**config.mk**
```make
export PLATFORM = sky130hd
export DESIGN_NAME = pc_sequencer
export DESIGN_NICKNAME = d
export VERILOG_FILES = /design/src/rtl/pc_sequencer.sv
export SDC_FILE = /design/constraint.sdc
export NUM_CORES = 1
export LEC_CHECK = 0
export ABC_CLOCK_PERIOD_IN_PS = 1900
export CAP_MARGIN = 0
export CORE_ASPECT_RATIO = 0.8
export CORE_UTILIZATION = 36
export DETAILED_ROUTE_END_ITERATION = 12
export GPL_TIMING_DRIVEN = 0
export HOLD_SLACK_MARGIN = 0.06
export PLACE_DENSITY_LB_ADDON = 0.12
export SYNTH_ARGS = -nofsm -noshare
export SYNTH_HDL_FRONTEND = slang
export SYNTH_SLANG_ARGS = --single-unit
```
**constraint.sdc**
```tcl
create_clock -name clk -period 1.9 [get_ports clk]
set_input_delay 0.285 -clock clk [delete_from_list [all_inputs] [get_ports clk]]
set_output_delay 0.285 -clock clk [all_outputs]
set_load 0.005 [all_outputs]
```
**src/rtl/pc_sequencer.sv**
```systemverilog
// Program-counter sequencer: selects jump/return/increment each cycle and runs the
// interrupt entry sequence (drain, push return address as two halfwords, vector).
module pc_sequencer #(
  parameter logic [31:0] RESET_PC     = 32'h0000_0020,
  parameter logic [31:0] INT_VEC      = 32'h0000_0000,
  parameter int unsigned FLUSH_CYCLES = 3
) (
  input  logic        clk,
  input  logic        reset,
  input  logic        stall,
  input  logic        int_req,
  input  logic        jmp_req,
  input  logic [31:0] jmp_dst,
  input  logic        ret_req,
  input  logic [31:0] ret_pc,
  input  logic [31:0] pc_cur,
  output logic        pc_load,
  output logic [31:0] pc_load_val,
  output logic        pc_hold,
  output logic        flush,
  output logic        push_en,
  output logic [15:0] push_data,
  output logic        int_ack,
  output logic        busy
);

  typedef enum logic [2:0] {
    StRun,
    StDrain,
    StPushHi,
    StPushLo,
    StVector
  } state_e;

  state_e      state_q;
  logic        int_pending_q;
  logic [3:0]  cnt_q;
  logic [31:0] saved_pc_q;
  logic        start_entry;
  logic [31:0] entry_pc;

  assign start_entry = (state_q == StRun) && !stall && int_pending_q;

  // A redirect in the entry cycle is not taken; it becomes the return address instead.
  assign entry_pc = jmp_req ? jmp_dst : (ret_req ? ret_pc : pc_cur);

  always_ff @(posedge clk) begin
    if (reset) begin
      state_q       <= StRun;
      int_pending_q <= 1'b0;
      cnt_q         <= 4'd0;
      saved_pc_q    <= 32'h0;
    end else begin
      if (int_req) begin
        int_pending_q <= 1'b1;
      end else if (state_q == StVector) begin
        int_pending_q <= 1'b0;
      end

      case (state_q)
        StRun: begin
          if (start_entry) begin
            state_q    <= StDrain;
            cnt_q      <= 4'(FLUSH_CYCLES - 1);
            saved_pc_q <= entry_pc;
          end
        end
        StDrain: begin
          if (cnt_q == 4'd0) begin
            state_q <= StPushHi;
          end else begin
            cnt_q <= cnt_q - 4'd1;
          end
        end
        StPushHi: state_q <= StPushLo;
        StPushLo: state_q <= StVector;
        StVector: state_q <= StRun;
        default:  state_q <= StRun;
      endcase
    end
  end

  always_comb begin
    pc_load     = 1'b0;
    pc_load_val = 32'h0;
    pc_hold     = 1'b0;
    flush       = 1'b0;
    push_en     = 1'b0;
    push_data   = 16'h0000;
    int_ack     = 1'b0;
    busy        = (state_q != StRun);

    case (state_q)
      StRun: begin
        if (stall) begin
          pc_hold = 1'b1;
        end else if (int_pending_q) begin
          pc_hold = 1'b1;
          flush   = 1'b1;
        end else if (jmp_req) begin
          pc_load     = 1'b1;
          pc_load_val = jmp_dst;
          flush       = 1'b1;
        end else if (ret_req) begin
          pc_load     = 1'b1;
          pc_load_val = ret_pc;
          flush       = 1'b1;
        end
      end
      StDrain: begin
        pc_hold = 1'b1;
        flush   = 1'b1;
      end
      StPushHi: begin
        pc_hold   = 1'b1;
        push_en   = 1'b1;
        push_data = saved_pc_q[31:16];
      end
      StPushLo: begin
        pc_hold   = 1'b1;
        push_en   = 1'b1;
        push_data = saved_pc_q[15:0];
      end
      StVector: begin
        pc_load     = 1'b1;
        pc_load_val = INT_VEC;
        flush       = 1'b1;
        int_ack     = 1'b1;
      end
      default: ;
    endcase

    // Reset overrides whatever state the sequencer is in.
    if (reset) begin
      pc_load     = 1'b1;
      pc_load_val = RESET_PC;
      pc_hold     = 1'b0;
      flush       = 1'b1;
      push_en     = 1'b0;
      push_data   = 16'h0000;
      int_ack     = 1'b0;
      busy        = 1'b0;
    end
  end

endmodule

```
# Word-level counts from Yosys, hierarchy flattened
# Index checks and enable logic that the tools add are counted.
# op_classes
add_sub_neg,1
n_eq_ne,7
mux,37
reduce_logical,14
# ops
cell,count
$mux W32,8
$pmux W16 S2,1
$mux W1,18
$mux W16,1
$pmux W3 S4,1
$mux W4,2
$pmux W4 S2,1
$eq A3 B2 Y1 const B,2
$mux W3,2
$ne A2 B2 Y1 const B,3
$pmux W1 S2,3
$logic_not A4 Y1,1
$reduce_and A2 Y1,2
$reduce_bool A2 Y1,2
$reduce_or A2 Y1,2
$sub A4 B1 Y4 const B,1
$eq A3 B1 Y1 const B,1
$eq A3 B3 Y1 const B,1
$logic_not A3 Y1,1
$reduce_and A3 Y1,1
$reduce_bool A3 Y1,1
$reduce_or A3 Y1,1
$logic_and A1 B1 Y1,2
$logic_not A1 Y1,1
# word_totals
regBits,40
output_inout_bits,54
wordCells,63

# Longest topological paths before layout
# Gate-level depths: netlist (run 1).
# logic_depth
depth_word,6
ltp_mapped,7
ltp_nobuf,5

# Worst setup path after synthesis (run 1)
# No wires, ideal clock.
# synth_path
path_type,register to output
startpoint,reg state_q[1]
endpoint,out push_data[10]
t_arrival_ns,1.341
t_required_ns,1.615
path_slack_ns,0.274
stages_incl_launch_ff,7
cell_sequence,dfxtp_1 -> buf_2 -> and3_1 -> clkbuf_1 -> clkbuf_1 -> a22oi_1 -> nor2_1
# synth_via
elab_chain_cells,3
# synth_rtl
item,line_no,source
start: declaration,35,state_e state_q;
start signal: assignment,49,state_q <= StRun;
start signal: assignment,63,state_q <= StDrain;
start signal: assignment,70,state_q <= StPushHi;
$eq A3 B2 Y1,93,case (state_q)
$pmux W16 S2 (*),93,
$mux W16 (*),134,if (reset) begin
end: declaration,22,"output logic [15:0] push_data,"
# Mark *: on every way between the ends. The rest lies on a longest branch, timed or not.

# Final worst setup path (run 1)
# layout_path
startpoint,reg int_pending_q
endpoint,out pc_load_val[20]
# layout_via
elab_chain_cells,4
# layout_rtl
item,line_no,source
start: declaration,36,logic int_pending_q;
start signal: assignment,50,int_pending_q <= 1'b0;
start signal: assignment,55,int_pending_q <= 1'b1;
start signal: assignment,57,int_pending_q <= 1'b0;
$mux W32,97,end else if (int_pending_q) begin
$mux W32,95,if (stall) begin
$mux W32,93,
$mux W32,134,
end: declaration,18,"output logic [31:0] pc_load_val,"
# No other way between the ends.

==> results.md, run 1 <==
* Status: finished, violations left
* Violated checks: setup timing
* Vias in the first global route at 3,047
* Post-synthesis net count at 430
* Hold WC Path Type: primary input to register
* Leak Pwr at 1.796 nW
* Synth Instances at 326
* Row count at 25
* Antenna Nets Post-Route at 0
* Yosys warns at 0
* I/O Buffers at 153
* Nets at 619
* Initial antenna violation count at 0
* Post-Synth Simple-Gate Area at 0.2107
* Asr flop ratio synth at 0
* RSZ-0062 raised after global routing: true
* Mux cell area share after synthesis at 0
* CTS tree: done
* Unique masters post-synth at 31
* Met1 usage at 0.3519
* Overall power at 2.531 mW
* Clock skew at 0.01015 ns
* Total grt overflow at 0
* Sequential area share after synthesis at 0.3448
* CTS buffer count at 5
* Skew-Pair Late Insertion Delay at 0.31 ns
* Largest cells by area after synthesis: dfxtp_1 (34%), a22oi_1 (15%), nor2_1 (9.2%)
* Die H at 73.84 µm
* Maximum buffer depth of the clock tree at 2
* CTS Root Cell: clkbuf_8
* Per-cell routed wire length at 17.36 µm
* CP arrival at 1.76 ns
* Setup violators final at 27
* Worst Path Max Fanout at 5
* Crit path kind: register to output pin
* Synth Area in Compound Gates at 0.3631
* GRT Total Usage at 0.2892
* Most frequent cells in the layout: clkdlybuf4s50_1 (98), a22oi_1 (41), nand2_1 (40)
* # diodes at 0
* H-tree depth at 2
* CP required at 1.62 ns
* Startpoint types: register
* Routability congestion estimate from global placement at 0.8094
* Mapped Area at 2322 µm²
* Layout area overhead at 88.47%
* Clock transition at path regs at 0.08 ns
* Ys flop type: dfxtp_1
* FILL cells at 491
* Area leader, netlist: dfxtp_1
* Avg Inst Size Synth at 7.123 µm²
* Setup WS pre-CTS at -0.8778 ns
* Final worst path period share at 1.078
* Core area at 6068 µm²
* Crit. End Element: output pin
* Count of final hold-check violations at 0
* Final setup TNS at -2.347 ns
* Number of hold buffers added after CTS at 0
* Num ports at 156
* Largest net degree at the start of global routing at 13
* Pwr dens at 578.2 nW/µm²
* Slew Viols, Final at 0
* Pre-antenna DRT Iters at 5
* DRC at 0
* Max_cap viols at 0
* EDFF count, synth at 0
* Max Fclk at 488.2 MHz
* Xor/xnor share of the synthesized area at 0.003772
* Setup ws final at -0.1484 ns
* Flops & latches, synth at 40
* Worst R2R Setup Slack at 0.07 ns
* GR Util met2 at 0.4887
* Initial drt markers at 110
* VDD IR-drop max at 0.0002809 V
* Met3 Use GR at 0.09524
* First-pass GRT wire length at 15.10 mm
* Avg Vias per Cell at 5.501
* DP Wirelength at 6.885 mm
* Clock Sink Count at 40
* Max_slew headroom at 0.6485
* Largest family of logic cells by synthesized area: compound AO/OA/AOI/OAI gates
* Share of layout cells above drive strength 1 at 0.2829
* Routed WL at 10.37 mm
* Most common cell after layout, fill and taps aside: clkdlybuf4s50_1
* Post-synth top area share at 0.3448
* GR peak layer: met2
* Die area at 6778 µm²
* DR vias at 3,284
* Final Critical Period at 2.048 ns
* Worst-Margin Slew at 0.5272 ns
* Initial core utilization at 0.3827
* DIE WIDTH at 91.80 µm
* Synth Area in Adders at 0.01078
flip-flops by register name, summed over array words and instances (netlist names):
register       cells
state_q            3
int_pending_q      1
cnt_q              4
saved_pc_q        32
final cells by class:
cell class                 count  area [µm²]  area share
multi-input combinational    249        1539      0.3516
tap                           81       101.3     0.02316
clock buffer                   6       72.57     0.01658
clock inverter                 2       35.03    0.008005
timing repair buffer         186        1597      0.3648
buffer                        29       206.4     0.04717
sequential                    40       810.8      0.1852
inverter                       4       15.01    0.003431
worst paths after layout:
path         depth (start not counted)          start         endpoint
max reg2reg                          7     state_q[2]   saved_pc_q[10]
min                                  2          reset         cnt_q[2]
max                                  7  int_pending_q  pc_load_val[20]
min reg2reg                          2       cnt_q[2]         cnt_q[2]
synthesized netlist by cell type (3+ instances only):
cell      count
a21oi_1       9
nand2_1      41
nor3_1        6
buf_2         7
a22oi_1      46
and2_1        3
dfxtp_1      40
o21ai_1      16
clkbuf_1     24
nor2_1       57
and3_1        3
o21ai_0      19
a31oi_1      31
nand3_1       3
per-layer routing:
layer  share of wire  wire length (µm)
met5               0                 0
met1            0.40              4110
met2            0.48              4972
met4           0.018               191
met3            0.11              1092
logic make-up after synthesis:
family / after synthesis
AOI/OAI and AO/OA: 128
xor gates and xnor gates: 1
adders and majority gates: 2
buffers and inverters: 37
DFF: 40
and+or+nand+nor: 118
worst max-delay path, cell delays in order (launching register included):
cell and delay [ns]:
dfxtp_4 0.37, nor4_4 0.34, nand2_4 0.13, buf_4 0.16, buf_6 0.12, buf_6 0.12, nor2_2 0.08, buf_2 0.13
through the flow:
stage	hold WS, ns	std cells	util	instance area [µm²]
floorplan	0.4024	326	-	2322
global placement	0.4751	560	0.6518	3955
detailed placement	0.4910	560	0.6518	3955
CTS	0.3405	592	0.7146	4337
global route	0.3786	597	0.7212	4377
finish	0.3648	597	0.7212	4377
what timing repair did:
action | CTS | global route
pin swaps | 28 | 11
cloned | 4 | 0
resized for setup | 229 | 62
endpoints found under the setup margin | 53 | 50
buffers inserted | 22 | 11
where the power goes:
part           internal [mW]  switching, mW
Sequential             0.910         0.0615
Clock                  0.390          0.314
Combinational          0.468          0.387
No activity file was read; power rests on OpenSTA's default activity.
==> run 2: changes to the inputs <==
--- a/config.mk
+++ b/config.mk
@@ -12,7 +12,8 @@
 export DETAILED_ROUTE_END_ITERATION = 12
 export GPL_TIMING_DRIVEN = 0
 export HOLD_SLACK_MARGIN = 0.06
-export PLACE_DENSITY_LB_ADDON = 0.12
+export PLACE_DENSITY = 0.9
+export RECOVER_POWER = 100
 export SYNTH_ARGS = -nofsm -noshare
 export SYNTH_HDL_FRONTEND = slang
 export SYNTH_SLANG_ARGS = --single-unit
==> results.md, run 2 (synthesis results as in run 1) <==
* Status: finished, violations left
* Violated checks: setup timing
* DIE WIDTH at 91.80 µm (unchanged)
* Overall power at 2.459 mW (-2.8%)
* Largest net degree at the start of global routing at 12 (-1)
* GR peak layer: met2
* Final Critical Period at 2.082 ns (+0.03371 ns)
* Max FFs per register at 32 (unchanged)
* # diodes at 0 (unchanged)
* DP Wirelength at 7.395 mm (+7.4%)
* Met1 usage at 0.3682 (+0.01628)
* Post-route cell area at 4467 µm² (+2.1%)
* Routability congestion estimate from global placement at 0.8357 (+3.2%)
* Setup violators final at 32 (+19%)
* Initial antenna violation count at 0 (unchanged)
* Pre-antenna DRT Iters at 8 (+3)
* Count of final hold-check violations at 0 (unchanged)
* Placed inst area at 3955 µm² (unchanged)
* Routed WL at 11.30 mm (+9.0%)
* Leak Pwr at 1.799 nW (+0.18%)
* RSZ-0062 raised after global routing: true
* Crit. End Element: output pin
* Num ports at 156 (unchanged)
* Share of layout cells above drive strength 1 at 0.3093 (+0.02639)
* Most frequent cells in the layout: clkdlybuf4s50_1 (101), buf_2 (49), nand2_1 (40)
* Largest register by flop count: saved_pc_q
* CTS Root Cell: clkbuf_8
* Initial drt markers at 336 (+210%)
* Antenna Nets Post-Route at 0 (unchanged)
* GRT Total Usage at 0.3140 (+0.02484)
* Max Fclk at 480.3 MHz (-1.6%)
* CP required at 1.62 ns (about the same)
* Number of hold buffers added after CTS at 0 (unchanged)
* I/O Buffers at 153 (unchanged)
* Most common cell after layout, fill and taps aside: clkdlybuf4s50_1
* Startpoint types: register
* Maximum buffer depth of the clock tree at 2 (unchanged)
* WHS at 0.3678 ns (+0.002991 ns)
* DRC at 0 (unchanged)
* Layout area overhead at 92.35%
* Avg Vias per Cell at 5.832 (+6.0%)
* Clock skew at 0.004726 ns (-0.005424 ns)
* Setup WS pre-CTS at -0.8240 ns (+0.05378 ns)
* Die area at 6778 µm² (unchanged)
* Max_slew headroom at 0.6473 (-0.001199)
* H-tree depth at 2 (unchanged)
* Vias in the first global route at 3,338 (+9.6%)
* CP arrival at 1.80 ns (+0.04 ns)
* Total grt overflow at 0 (unchanged)
* Initial core utilization at 0.3827 (unchanged)
* Hold WC Path Type: primary input to register
* Skew-Pair Late Insertion Delay at 0.29 ns (-0.02 ns)
* Met3 Use GR at 0.08489 (-0.01035)
* VDD IR-drop max at 0.0003622 V (+29%)
* Setup ws final at -0.1821 ns (-0.03371 ns)
* Max_cap viols at 0 (unchanged)
* Core area at 6068 µm² (unchanged)
* Nets at 618 (-0.16%)
* Row count at 25 (unchanged)
* Pwr dens at 550.6 nW/µm² (-4.8%)
* Final setup TNS at -2.502 ns (-0.1547 ns)
* Slew Viols, Final at 0 (unchanged)
* Per-cell routed wire length at 19.00 µm (+9.4%)
* GR Util met2 at 0.5589 (+0.07018)
* Final worst path period share at 1.096 (+0.01774)
* DR vias at 3,470 (+5.7%)
* Worst Path Max Fanout at 5 (unchanged)
* Crit path kind: register to output pin
* Regs by FF count: saved_pc_q x32, cnt_q x4, state_q x3
* Clock Sink Count at 40 (unchanged)
* Die H at 73.84 µm (unchanged)
* CTS buffer count at 5 (unchanged)
* Clock transition at path regs at 0.08 ns (about the same)
* First-pass GRT wire length at 16.44 mm (+8.9%)
* CTS tree: done
* Worst-Margin Slew at 0.5290 ns (+0.001798 ns)
==> run 2: changes by cell type in the layout (fill, tap and decap cells not counted), sizes merged, moves of 3 or more <==
cell,previous run,this run
dlygate4sd2,6,3
buf,74,87
clkdlybuf4s50,98,101
clkbuf,41,27
==> run 2: metrics by stage <==
step / utilization / std cells
2_1_floorplan: - / 326
3_3_place_gp: 0.6518 / 560
3_5_place_dp: 0.6518 / 560
4_1_cts: 0.7216 / 596
5_1_grt: 0.7361 / 595
6_report: 0.7361 / 595
==> run 2: power breakdown <==
part           internal (mW)  leakage (nW)  switching, mW
clock                  0.250        0.0410          0.300
combinational          0.509          1.43          0.425
sequential             0.911         0.329         0.0654
==> run 2: repair_timing <==
| item | CTS | global route |
|---|---|---|
| gates cloned | 4 | 0 |
| setup endpoints to repair | 53 | 53 |
| resized for setup | 260 | 65 |
| pin swaps | 33 | 7 |
| buffers inserted | 27 | 3 |
==> run 2: area by class of cell <==
class,count,area [µm²]
multi-input cells,249,1587
fillers,461,1602
flip-flops and latches,40,808.3
repair buffers,184,1659
plain buffers,30,219.0
well taps,81,101.3
clock inverters,1,5.005
clock buffers,6,72.57
inverters,4,15.01
==> run 2: path summary, 6_finish.rpt <==
check                                 from  slack (ns)              to  cells after the start
worst max-delay path            state_q[1]       -0.18  pc_load_val[2]                      8
worst min-delay path                 reset        0.37        cnt_q[2]                      2
worst max register to register  state_q[1]        0.06  saved_pc_q[12]                      6
worst min register to register    cnt_q[0]        0.51        cnt_q[0]                      2
==> run 2: critical path, cell delays in order (launching register included) <==
cell,delay [ns]
dfxtp_2,0.34
buf_6,0.13
nor4_4,0.29
nand2_4,0.13
buf_12,0.16
buf_8,0.12
buf_6,0.12
nor2_2,0.10
buf_2,0.11
==> run 2: layer usage <==
metal / up-vias / wire, µm
met4: 0 / 336
met2: 251 / 5580
li1: 1564 / -
met1: 1607 / 4190
met3: 48 / 1196
met5: - / 0
